`src/rtl/fetch_override_sequencer_if.sv`:
```
// Bundle between the decode-side override sequencer and the IF/ID fetch buffer.
// master = sequencer side, slave = fetch buffer / pipeline side.
interface fetch_override_sequencer_if #(
   parameter int OPW = 5
);
   logic [OPW-1:0] inst_opcode;
   logic           inst_valid;
   logic           flush;
   logic           stall;
   logic           cs_call;
   logic           cs_ret;
   logic           cs_rti;
   logic           previous_rti;
   logic           fetch_NOP;
   logic           cs_ldm;
   logic           pc_hold;
   logic           busy;

   modport master (
      input  inst_opcode, inst_valid, flush, stall,
      output cs_call, cs_ret, cs_rti, previous_rti, fetch_NOP, cs_ldm, pc_hold, busy
   );

   modport slave (
      output inst_opcode, inst_valid, flush, stall,
      input  cs_call, cs_ret, cs_rti, previous_rti, fetch_NOP, cs_ldm, pc_hold, busy
   );
endinterface

```
`src/rtl/fetch_override_sequencer.sv`:
```
// Expands CALL/RET/RTI/LDM into multi-cycle fetch-buffer override sequences and
// inserts NOP bubbles on flush. Outputs are Moore-decoded from registered state.
module fetch_override_sequencer #(
   parameter int unsigned    OPW           = 5,
   parameter logic [OPW-1:0] OP_CALL       = 5'b11000,
   parameter logic [OPW-1:0] OP_RET        = 5'b11001,
   parameter logic [OPW-1:0] OP_RTI        = 5'b11010,
   parameter logic [OPW-1:0] OP_LDM        = 5'b10010,
   parameter int unsigned    CALL_BUBBLES  = 2,
   parameter int unsigned    RET_BUBBLES   = 3,
   parameter int unsigned    FLUSH_BUBBLES = 2,
   parameter int unsigned    CW            = 3
) (
   input logic                       clk,
   input logic                       reset,
   fetch_override_sequencer_if.master bus
);

   localparam logic [2:0] IDLE      = 3'd0;
   localparam logic [2:0] CALL_PUSH = 3'd1;
   localparam logic [2:0] RET_POP   = 3'd2;
   localparam logic [2:0] RTI_POP   = 3'd3;
   localparam logic [2:0] RTI_FLAGS = 3'd4;
   localparam logic [2:0] LDM_IMM   = 3'd5;
   localparam logic [2:0] BUBBLE    = 3'd6;

   localparam logic [CW-1:0] CALL_CNT  = CW'(CALL_BUBBLES);
   localparam logic [CW-1:0] RET_CNT   = CW'(RET_BUBBLES);
   localparam logic [CW-1:0] FLUSH_CNT = CW'(FLUSH_BUBBLES);

   logic [2:0]    state, state_next;
   logic [CW-1:0] cnt, cnt_next;

   // A zero-length bubble request collapses straight to IDLE.
   function automatic logic [2:0] bubble_or_idle(input logic [CW-1:0] n);
      return (n == '0) ? IDLE : BUBBLE;
   endfunction

   always_comb begin
      state_next = state;
      cnt_next   = cnt;
      if (!bus.stall) begin
         case (state)
            IDLE: begin
               if (bus.flush) begin
                  state_next = bubble_or_idle(FLUSH_CNT);
                  cnt_next   = FLUSH_CNT;
               end else if (bus.inst_valid) begin
                  if (bus.inst_opcode == OP_CALL)      state_next = CALL_PUSH;
                  else if (bus.inst_opcode == OP_RET)  state_next = RET_POP;
                  else if (bus.inst_opcode == OP_RTI)  state_next = RTI_POP;
                  else if (bus.inst_opcode == OP_LDM)  state_next = LDM_IMM;
               end
            end
            // Stack sequences never see flush; they always run to completion.
            CALL_PUSH: begin
               state_next = bubble_or_idle(CALL_CNT);
               cnt_next   = CALL_CNT;
            end
            RET_POP: begin
               state_next = bubble_or_idle(RET_CNT);
               cnt_next   = RET_CNT;
            end
            RTI_POP: state_next = RTI_FLAGS;
            RTI_FLAGS: begin
               state_next = bubble_or_idle(RET_CNT);
               cnt_next   = RET_CNT;
            end
            LDM_IMM: begin
               if (bus.flush) begin
                  state_next = bubble_or_idle(FLUSH_CNT);
                  cnt_next   = FLUSH_CNT;
               end else begin
                  state_next = IDLE;
               end
            end
            BUBBLE: begin
               if (bus.flush) begin
                  state_next = bubble_or_idle(FLUSH_CNT);
                  cnt_next   = FLUSH_CNT;
               end else if (cnt == CW'(1)) begin
                  state_next = IDLE;
                  cnt_next   = '0;
               end else begin
                  cnt_next   = cnt - CW'(1);
               end
            end
            default: begin
               state_next = IDLE;
               cnt_next   = '0;
            end
         endcase
      end
   end

   always_ff @(posedge clk or negedge reset) begin
      if (!reset) begin
         state <= IDLE;
         cnt   <= '0;
      end else begin
         state <= state_next;
         cnt   <= cnt_next;
      end
   end

   assign bus.cs_call      = (state == CALL_PUSH);
   assign bus.pc_hold      = (state == CALL_PUSH);
   assign bus.cs_ret       = (state == RET_POP);
   assign bus.cs_rti       = (state == RTI_POP);
   assign bus.previous_rti = (state == RTI_FLAGS);
   assign bus.cs_ldm       = (state == LDM_IMM);
   assign bus.fetch_NOP    = (state == LDM_IMM) || (state == BUBBLE);
   assign bus.busy         = (state != IDLE);

endmodule

```
`src/flat_wrapper.sv`:
```
// flat-port wrapper written by rule: the top's interface ports become plain ports
module fetch_override_sequencer_flat 
#(
   parameter int unsigned    OPW           = 5,
   parameter logic [OPW-1:0] OP_CALL       = 5'b11000,
   parameter logic [OPW-1:0] OP_RET        = 5'b11001,
   parameter logic [OPW-1:0] OP_RTI        = 5'b11010,
   parameter logic [OPW-1:0] OP_LDM        = 5'b10010,
   parameter int unsigned    CALL_BUBBLES  = 2,
   parameter int unsigned    RET_BUBBLES   = 3,
   parameter int unsigned    FLUSH_BUBBLES = 2,
   parameter int unsigned    CW            = 3
)
  (clk, reset, bus_inst_opcode, bus_inst_valid, bus_flush, bus_stall, bus_cs_call, bus_cs_ret, bus_cs_rti, bus_previous_rti, bus_fetch_NOP, bus_cs_ldm, bus_pc_hold, bus_busy);
  fetch_override_sequencer_if #(.OPW(OPW)) bus_i ();
  input logic clk;
  input logic reset;
  input wire logic [$bits(bus_i.inst_opcode)-1:0] bus_inst_opcode;
  input wire logic [$bits(bus_i.inst_valid)-1:0] bus_inst_valid;
  input wire logic [$bits(bus_i.flush)-1:0] bus_flush;
  input wire logic [$bits(bus_i.stall)-1:0] bus_stall;
  output wire logic [$bits(bus_i.cs_call)-1:0] bus_cs_call;
  output wire logic [$bits(bus_i.cs_ret)-1:0] bus_cs_ret;
  output wire logic [$bits(bus_i.cs_rti)-1:0] bus_cs_rti;
  output wire logic [$bits(bus_i.previous_rti)-1:0] bus_previous_rti;
  output wire logic [$bits(bus_i.fetch_NOP)-1:0] bus_fetch_NOP;
  output wire logic [$bits(bus_i.cs_ldm)-1:0] bus_cs_ldm;
  output wire logic [$bits(bus_i.pc_hold)-1:0] bus_pc_hold;
  output wire logic [$bits(bus_i.busy)-1:0] bus_busy;
  assign bus_i.inst_opcode = bus_inst_opcode;
  assign bus_i.inst_valid = bus_inst_valid;
  assign bus_i.flush = bus_flush;
  assign bus_i.stall = bus_stall;
  assign bus_cs_call = bus_i.cs_call;
  assign bus_cs_ret = bus_i.cs_ret;
  assign bus_cs_rti = bus_i.cs_rti;
  assign bus_previous_rti = bus_i.previous_rti;
  assign bus_fetch_NOP = bus_i.fetch_NOP;
  assign bus_cs_ldm = bus_i.cs_ldm;
  assign bus_pc_hold = bus_i.pc_hold;
  assign bus_busy = bus_i.busy;
  fetch_override_sequencer #(.OPW(OPW), .OP_CALL(OP_CALL), .OP_RET(OP_RET), .OP_RTI(OP_RTI), .OP_LDM(OP_LDM), .CALL_BUBBLES(CALL_BUBBLES), .RET_BUBBLES(RET_BUBBLES), .FLUSH_BUBBLES(FLUSH_BUBBLES), .CW(CW)) u_core (.clk(clk), .reset(reset), .bus(bus_i));
endmodule
```
`config.mk`:
```
export PLATFORM = sky130hd
export DESIGN_NAME = fetch_override_sequencer_flat
export DESIGN_NICKNAME = d
export VERILOG_FILES = /design/src/rtl/fetch_override_sequencer_if.sv /design/src/rtl/fetch_override_sequencer.sv /design/src/flat_wrapper.sv
export SDC_FILE = /design/constraint.sdc
export NUM_CORES = 1
export LEC_CHECK = 0
export ABC_AREA = 1
export BUFFER_PORTS_ARGS = -buffer_cell sky130_fd_sc_hd__buf_2
export CAP_MARGIN = 20
export CORE_MARGIN = 2
export CORE_UTILIZATION = 35
export CTS_CLUSTER_DIAMETER = 150
export DETAILED_ROUTE_END_ITERATION = 8
export PLACE_DENSITY = 0.61
export SYNTH_ARGS = -nofsm -noshare
export SYNTH_HDL_FRONTEND = slang
export SYNTH_SLANG_ARGS = --single-unit
export TNS_END_PERCENT = 50
```
`constraint.sdc`:
```
create_clock -name clk -period 2.05 [get_ports clk]
set_input_delay 0.3075 -clock clk [delete_from_list [all_inputs] [get_ports clk]]
set_output_delay 0.3075 -clock clk [all_outputs]
set_load 0.01 [all_outputs]
```
==> results.txt <==
Die H - 44.1 um
die area - 0.00194 mm2
Final Hold Vio Count - 0
FP Rows - 14
Clock Path Buffers - 2
synthesized net count - 102
Synth Register Bits - 6
commonest non-fill, non-tap cell in the layout - nand2_1
CTS clock-pin slew for the worst setup and hold paths - 50 ps
Leak Pwr - 0.000424 uW
Inst Count DP - 122
Clock Skew - 4.68 ps
NumNets Final - 124
buffers and inverters on the worst path - 1
minimum clock period - 1510 ps
max_cap viols - 0
initial antenna violation count - 0
GRT Total Usage - 14.1%
Area growth, synth to finish - 23.2%
Post-Syn Instances - 90
Initial Util - 37.3%
CTS tree - yes
Non-Filler Instances - 126
ANT nets after route - 0
DR vias - 603
routability-driven placement congestion ratio - 0.804
hold crit path type - in2reg
io pins - 18
CTS buffer count - 3
drt via density - 4.79
htree depth - 1
pin count of the biggest net entering global routing - 8
area of the multi-input gates - 340 um2
die width - 44.1 um
synthesized area per cell - 6.24 um2
Relative slew margins - 81.7%
FMAX - 662 MHz
RSZ-0062 raised after global routing - false
Worst-Margin Slew - 273 ps
worst path arrival time - 1200 ps
VDD IR max - 0.000435 V
Post-synth ARST share - 100%
DRT iter0 DRCs - 4
kind of critical path - reg2out
synthesized area - 562 um2
Final TNS setup - 0 ps
remaining global-route overflow - 0
Total Wirelength - 1.23 mm
hold buffer count at cts - 1
CTS Root Cell - clkbuf_4
Startpoint Class - register
count of pins over their slew limit - 0
DRT Pass-1 Iters - 4
register area share after synthesis - 26.7%
main flop type after synthesis - dfrtp_1
CP Capture Type - output port
Overall Power - 884 uW
CP max-delay cell - dfrtp_1
Post-CTS Setup Repair Bufs - 0
DRC - 0
PD cells - 1280 mW/mm2
CP top delay family - flip-flops
CTS Sinks - 6
drt wl/cell - 9.78 um
Port Buffers - 17
final setup fails - 0
Critical Path RT - 1740 ps
Final period util - 73.7%
Critical Path, Cell by Cell - nand2_1, nor2_1, buf_2
Antenna Cells - 0
Crit Path Max Fanout - 7
CP max stage delay - 430 ps
core area - 0.00151 mm2
Ys Warns - 0
layout cells sized above 1 - 24.5%
Post-synth EDFFs - 0
status - completed
Worst-Skew Late Latency - 250 ps
HPWL Detailed - 1.06 mm
vias in the first global route - 497
Netlist cell types - 19
register cell area after layout - 150 um2
Resize count post-CTS - 0
most frequent cells in the layout - nand2_1, inv_1, buf_2, nand3_1, nor2_1
Filler cells - 154
first-pass GRT wire length - 2.04 mm
## final timing paths
kind                                              from                     endpoint  slack (ps)  cells after the start
max                        u_core.state[1]$_DFFE_PN0P_                   bus_cs_rti         540                      3
min                                          bus_stall    u_core.cnt[1]$_DFFE_PN0P_         400                      4
max reg2reg                u_core.state[0]$_DFFE_PN0P_    u_core.cnt[0]$_DFFE_PN0P_         730                      7
min reg2reg                  u_core.cnt[1]$_DFFE_PN0P_    u_core.cnt[1]$_DFFE_PN0P_         570                      2
max in group asynchronous                        reset    u_core.cnt[1]$_DFFE_PN0P_        1490                      2
min in group asynchronous                        reset  u_core.state[1]$_DFFE_PN0P_         410                      2
## cell families after synthesis
group	Yosys count	share of synthesized area (%)
simple gates	55	47.2
buf+inv	18	12.7
compound gates	9	8.91
flops	6	26.7
fa+ha+maj	2	4.45
## metal layers
layer,share of wire [%],wire length (um),global-route usage [%],vias to the layer above
li1,-,-,-,324
met5,0,0,0,-
met3,4.0,49,1.22,2
met4,1.6,20,7.27,0
met2,45,554,22.4,11
met1,49,606,19.1,266
## area by class of cell
cell class,count,share of cell area [%]
inverters,17,9.22
clock buffers,3,3.25
multi-input cells,66,49.2
repair buffers,18,13.7
well taps,16,2.89
flip-flops and latches,6,21.7
## power by group
group	switching, uW	internal, uW	leakage [uW]
combinational	331	210	0.000335
clock	44.8	66.4	0.0000138
sequential	61.0	171	0.0000750
total	437	448	0.000424
## sequential cells by signal (all words and copies together), names as in the netlist
register / flops
u_core.state: 3
u_core.cnt: 3
## synth_stat cells (2+ instances only)
cell type  count  share of area [%]
nand2_1       29                 19
inv_1         17                 11
nand3_1        8                7.1
nor2_1         7                4.7
dfrtp_1        6                 27
o21ai_0        5                4.5
nand4_1        3                3.3
a21oi_1        2                1.8
ha_1           2                4.5
nor2_2         2                2.2
## per-stage QoR
step / setup slack [ps] / instance area (um2) / hold WS [ps] / utilization, %
after detailed placement: 734 / 659 / 145 / 43.8
after global routing: 434 / 692 / 434 / 45.9
after global placement: 749 / 659 / 142 / 43.8
after floorplan: 818 / 562 / 11.9 / -
after CTS: 511 / 692 / 392 / 45.9
final: 539 / 692 / 396 / 45.9
## worst min-delay path: stages
cell and delay, ps:
buf_2 80, inv_1 60, nand4_1 80, o21ai_0 70
Note: power is estimated with default switching activity, not from simulation.
